==> src/rtl/adapt_seq_ctrl.sv <==
// adapt_seq_ctrl: frame sequencer between SPI deserializer, adaptive datapath and serializer.
module adapt_seq_ctrl #(
    parameter int          DW       = 14,
    parameter int          TIMEOUT  = 255,
    parameter logic [DW-1:0] ERR_CODE = 14'h2000
) (
    input  logic          clk,
    input  logic          rstn,
    input  logic          head_flag,
    input  logic [DW-1:0] buffer_2,
    input  logic [DW-1:0] buffer_3,
    input  logic [DW-1:0] reff,
    input  logic          alg_done,
    input  logic [DW-1:0] alg_dout,
    input  logic          tx_ready,
    input  logic          clr_err,
    output logic [DW-1:0] op_a,
    output logic [DW-1:0] op_b,
    output logic [DW-1:0] op_ref,
    output logic          alg_start,
    output logic [DW-1:0] tx_data,
    output logic          tx_valid,
    output logic          busy,
    output logic          err_timeout,
    output logic [7:0]    ovr_cnt,
    output logic [7:0]    frame_cnt
);
    localparam int TW = $clog2(TIMEOUT + 1);

    typedef enum logic [1:0] {IDLE, START, RUN, SEND} state_t;

    state_t        state, state_nx;
    logic          head_d, armed;
    logic [TW-1:0] timer;
    logic          head_edge, done_hit, to_hit, ovr_ev, accept;

    // armed masks the first cycle after reset so a head_flag already high is not an edge
    assign head_edge = head_flag & ~head_d & armed;
    assign done_hit  = (state == RUN) & alg_done;
    assign to_hit    = (state == RUN) & ~alg_done & (timer == TW'(TIMEOUT));
    assign ovr_ev    = head_edge & (state != IDLE);
    assign accept    = (state == SEND) & tx_ready;
    assign busy      = state != IDLE;

    always_comb begin
        state_nx = state;
        case (state)
            IDLE:    state_nx = head_edge ? START : IDLE;
            START:   state_nx = RUN;
            RUN:     state_nx = (alg_done || to_hit) ? SEND : RUN;
            default: state_nx = tx_ready ? IDLE : SEND;
        endcase
    end

    always_ff @(posedge clk or negedge rstn) begin
        if (!rstn) state <= IDLE;
        else       state <= state_nx;
    end

    always_ff @(posedge clk or negedge rstn) begin
        if (!rstn) begin
            head_d      <= 1'b0;
            armed       <= 1'b0;
            timer       <= '0;
            op_a        <= '0;
            op_b        <= '0;
            op_ref      <= '0;
            tx_data     <= '0;
            alg_start   <= 1'b0;
            tx_valid    <= 1'b0;
            err_timeout <= 1'b0;
            ovr_cnt     <= 8'd0;
            frame_cnt   <= 8'd0;
        end else begin
            head_d    <= head_flag;
            armed     <= 1'b1;
            alg_start <= (state == IDLE) & head_edge;
            tx_valid  <= state_nx == SEND;
            if ((state == IDLE) && head_edge) begin
                op_a   <= buffer_2;
                op_b   <= buffer_3;
                op_ref <= reff;
            end
            timer <= (state == START) ? '0 :
                     ((state == RUN) && !alg_done && !to_hit) ? timer + 1'b1 : timer;
            if (done_hit)    tx_data <= alg_dout;
            else if (to_hit) tx_data <= ERR_CODE;
            err_timeout <= to_hit | (err_timeout & ~clr_err);
            // a set event in the same cycle as clr_err wins and leaves a count of 1
            ovr_cnt   <= ovr_ev ? (clr_err ? 8'd1 : ovr_cnt + {7'd0, ovr_cnt != 8'hff}) :
                         (clr_err ? 8'd0 : ovr_cnt);
            frame_cnt <= frame_cnt + {7'd0, accept};
        end
    end
endmodule

==> config.mk <==
export PLATFORM = sky130hd
export DESIGN_NAME = adapt_seq_ctrl
export DESIGN_NICKNAME = d
export VERILOG_FILES = /design/src/rtl/adapt_seq_ctrl.sv
export SDC_FILE = /design/constraint.sdc
export NUM_CORES = 1
export LEC_CHECK = 0
export CORE_MARGIN = 2
export CORE_UTILIZATION = 47
export DETAILED_ROUTE_END_ITERATION = 16
export GPL_ROUTABILITY_DRIVEN = 0
export MAX_ROUTING_LAYER = met4
export PLACE_DENSITY_LB_ADDON = 0.3
export SYNTH_ARGS = -nofsm -noshare
export SYNTH_HDL_FRONTEND = slang
export SYNTH_SLANG_ARGS = --single-unit
==> constraint.sdc <==
create_clock -name clk -period 2.95 [get_ports clk]
set_input_delay 0.59 -clock clk [delete_from_list [all_inputs] [get_ports clk]]
set_output_delay 0.59 -clock clk [all_outputs]
set_load 0.1 [all_outputs]
# --- Yosys cells after proc, flatten, opt, wreduce, memory -nomap -nowiden ---
# Index checks and enable logic that the tools add are counted.
classes:
  n_addsub: 3
  eq_ne: 6
  mux: 11
  bitwise: 13
  n_reduce_logical: 11
ops:
  columns: ["op", "n"]
  rows:
  - ["$mux W8", 5]
  - ["$mux W14", 2]
  - ["$add A8 B1 Y8", 2]
  - ["$and A1 B1 Y1", 9]
  - ["$add A8 B1 Y8 const B", 1]
  - ["$eq A8 B8 Y1 const B", 1]
  - ["$ne A8 B8 Y1 const B", 1]
  - ["$reduce_bool A2 Y1", 4]
  - ["$eq A2 B2 Y1 const B", 3]
  - ["$pmux W2 S3", 1]
  - ["$logic_and A1 B1 Y1", 3]
  - ["$not A1 Y1", 3]
  - ["$eq A2 B1 Y1 const B", 1]
  - ["$logic_not A1 Y1", 2]
  - ["$logic_not A2 Y1", 1]
  - ["$mux W1", 2]
  - ["$mux W2", 1]
  - ["$logic_or A1 B1 Y1", 1]
  - ["$or A1 B1 Y1", 1]
totals:
  ff_bits: 87
  in_bits: 62
  output_inout_bits: 76
  elab_cells: 57

# --- Longest topological paths before layout ---
depth:
  word_depth: 7
  mapped_depth: 7
  ltp_nobuf: 7

# --- Least setup slack after synthesis ---
# Ideal clock, no wire load.
synth_path:
  kind: "register -> register"
  from: "register ovr_cnt[2]"
  to: "register ovr_cnt[4]"
  setup_ns: 0.130
  t_arrival_ns: 2.182
  t_required_ns: 2.820
  setup_slack_ns: 0.638
  path_stages_with_launch: 8
  n_path_buf: 0
  synth_period_minus_slack_ns: 2.312
  cell_sequence: "dfrtp_1 > and4_1 > nand4_1 > ha_1 > ha_1 > nand4_1 > xor2_1 > nor2_1"
synth_between:
  elab_chain_len: 4
synth_rtl:
  columns: ["element", "line", "text"]
  rows:
  - ["from (decl)", "25", "output logic [7:0] ovr_cnt,"]
  - ["from (signal assigned)", "90", "ovr_cnt <= ovr_ev ? (clr_err ? 8'd1 : ovr_cnt + {7'd0, ovr_cnt != 8'hff}) :"]
  - ["$ne A8 B8 Y1", "90", null]
  - ["$add A8 B1 Y8 (*)", "90", null]
  - ["$mux W8 (*) (2 in a row)", "90", null]
# Every way passes the cells marked *; elsewhere a longest branch is shown, timed or not.
# A chain may end at the register's enable or synchronous reset.

# --- Final worst setup path ---
layout_path:
  from: "register state[0]"
  to: "output busy"
layout_between:
  elab_chain_len: 1
layout_rtl:
  columns: ["element", "line", "text"]
  rows:
  - ["from (decl)", "32", "state_t state, state_nx;"]
  - ["from (signal assigned)", "57", "else state <= state_nx;"]
  - ["$reduce_bool A2 Y1", "43", "assign busy = state != IDLE;"]
  - ["to (decl)", "23", "output logic busy,"]
# Every way passes these cells.

==> results.md <==
* Worst Path Max Fanout at 4
* First-pass GRT wire length at 13500 µm
* Routed Wire Length at 8150 µm
* Post-synth ARST share at 100%
* Crit path max-delay family: buffers and inverters
* First-pass DRT Iterations at 5
* DRC at 0
* Worst Setup Start Kind: register
* Port bufs at 137
* CTS buffer count at 9
* Max Clock Skew at 10.6 ps
* Starting DRT DRC Count at 187
* Relative slew slack at 56.6%
* Via density at 4.91
* Pin count of the biggest net entering global routing at 49
* Initial antenna violation count at 0
* CTS tree: built
* GRT Resource Usage Total at 21.0%
* Fill count at 550
* Final worst path period share at 67.0%
* Max-Cap Viols at 0
* Flip-flop and latch count after synthesis at 87
* Mapped Cells at 342
* Clock sink count at 87
* Crit path capture type: primary output
* Worst-path cell chain: inv_1 > ha_1 > inv_1 > buf_4
* Vias in the first global route at 2862
* CP required at 2360 ps
* Max incr delay on CP at 400 ps
* Post-synthesis average cell area at 10.3 µm²
* Post-synth EDFFs at 0
* Worst path bufs/invs at 3
* Root Buffer: clkbuf_8
* Crit-path slowest cell: dfrtp_1
* Initial Util at 48.8%
* Post-CTS setup buffer count at 0
* Top_reg_cell synth: dfrtp_1
* Post-DP HPWL at 5890 µm
* Die area at 0.00824 mm²
* CTS H-tree depth at 3
* Antenna viol nets, final at 0
* Status: completed
* Layout cells sized above 1 at 21.4%
* Syn_nets at 414
* Post-Syn Area at 0.00354 mm²
* Clock latency on the worst-skew pair at 340 ps
* Crit path DAT at 1390 ps
* CP Class: register to primary output
* Pins Over Slew Limit at 0
* Worst-Margin Slew at 651 ps
* Avg WL per Cell at 13.9 µm
* Hold Crit Class: primary input to async pin
* Total grt overflow at 0
* Die Wd at 90.8 µm
* Yosys cell types at 37
* CORE AREA at 0.00725 mm²
* Max clock buf depth at 2
* Die height at 90.8 µm
* Layout area overhead at 43.8%
* TNS Setup at 0 ps
* Fin. Hold Viols at 0
* Post-CTS Resized at 0
* Num rows at 31
* CP most frequent cell: inv_1
* Minimum clock period at 1980 ps
* ANT cells at 0
* Hold_ws at 249 ps
* Syn. warnings at 0
* RSZ-0062 raised after global routing: false
* Fmax at 0.506 GHz
* Hold-fix buffers, CTS at 0
* Setup Viol. Count Final at 0
* Clock transition at path regs at 90 ps
* I/O Pins at 138
* Via count at 2879
* Final design utilization at 70.2%
* Layout Nets at 554
* Fraction of the yosys area taken by sequential cells at 61.5%
## registers in the layout, summed over array words and instances (netlist names)
| signal | count |
|---|---|
| head_d | 1 |
| tx_data | 14 |
| state | 2 |
| err_timeout | 1 |
| op_a | 14 |
| frame_cnt | 8 |
| ovr_cnt | 8 |
| alg_start | 1 |
| timer | 8 |
| armed | 1 |
| op_b | 14 |
| tx_valid | 1 |
| op_ref | 14 |
## metrics by stage
| stage | std cells | instance area [µm²] | worst slack (ps) |
|---|---|---|---|
| 2_1_floorplan | 342 | 3540 | 638 |
| 3_3_place_gp | 570 | 4850 | 863 |
| 3_5_place_dp | 570 | 4850 | 799 |
| 4_1_cts | 586 | 5090 | 936 |
| 5_1_grt | 586 | 5090 | 861 |
| 6_report | 586 | 5090 | 973 |
## cells in the final DEF, fill, tap and decap left out, types with 5 or more instances in the layout
cell	Yosys	routed
clkbuf_8	0	12
dfrtp_1	87	87
and3_1	6	6
nand4_1	5	5
clkdlybuf4s50_1	0	60
nand3_1	6	6
nor2_1	16	16
xnor2_1	5	5
ha_1	10	10
inv_1	6	6
nand2_1	129	129
xor2_1	12	12
buf_4	0	80
a22o_1	13	13
## synthesized netlist by cell type, drive strengths merged (2+ instances only)
cell type | count | area share [%]
and3 | 6 | 1.1
clkbuf | 6 | 0.64
buf | 7 | 0.95
nand4 | 6 | 1.2
a21oi | 4 | 0.57
a22o | 13 | 3.2
nor2 | 16 | 1.7
mux2i | 2 | 0.57
xor2 | 12 | 3.0
xnor2 | 5 | 1.2
nor2b | 2 | 0.57
and2 | 3 | 0.53
dfrtp | 87 | 62
inv | 6 | 0.64
o21ai | 6 | 1.1
ha | 10 | 3.5
o211ai | 3 | 0.64
nand3 | 7 | 1.1
nand2 | 129 | 14
## metal layers
| layer | share of wire (%) | GRT usage (%) |
|---|---|---|
| met1 | 41 | 26.0 |
| met2 | 48 | 32.6 |
| met3 | 7.8 | 7.51 |
| met4 | 2.8 | 6.54 |
| met5 | 0 | - |
## logic make-up after synthesis
| group | Yosys count | share of synthesized area, % |
|---|---|---|
| flip-flops | 87 | 61.5 |
| adder cells (fa/ha/maj) | 10 | 3.54 |
| AND/OR/NAND/NOR | 176 | 21.6 |
| other | 1 | 0.106 |
| AO/OA/AOI/OAI | 29 | 6.12 |
| XOR/XNOR | 17 | 4.21 |
| multiplexers | 2 | 0.566 |
| buffers and inverters | 20 | 2.33 |
## final timing paths
check	startpoint	endpoint	slack, ps	cells past startpoint
max in group asynchronous	rstn	op_b[7]	2070	2
min	rstn	timer[2]	250	1
min in group clk	op_ref[7]	op_ref[7]	480	2
min reg2reg	op_ref[7]	op_ref[7]	480	2
max	state[0]	busy	970	4
max reg2reg	state[0]	op_b[7]	1150	7
## layout make-up
class	instances	area [µm²]	share of cell area [%]
flip-flops and latches	87	2180	42.8
multi-input cells	235	1280	25.1
repair buffers	142	1240	24.4
clock buffers	12	165	3.25
well taps	99	124	2.43
clock inverters	4	76.3	1.50
inverters	7	26.3	0.516
Power is left out: the tool's default activity adds up to more than one toggle a clock period on the data nets, which glitch-free logic cannot reach.
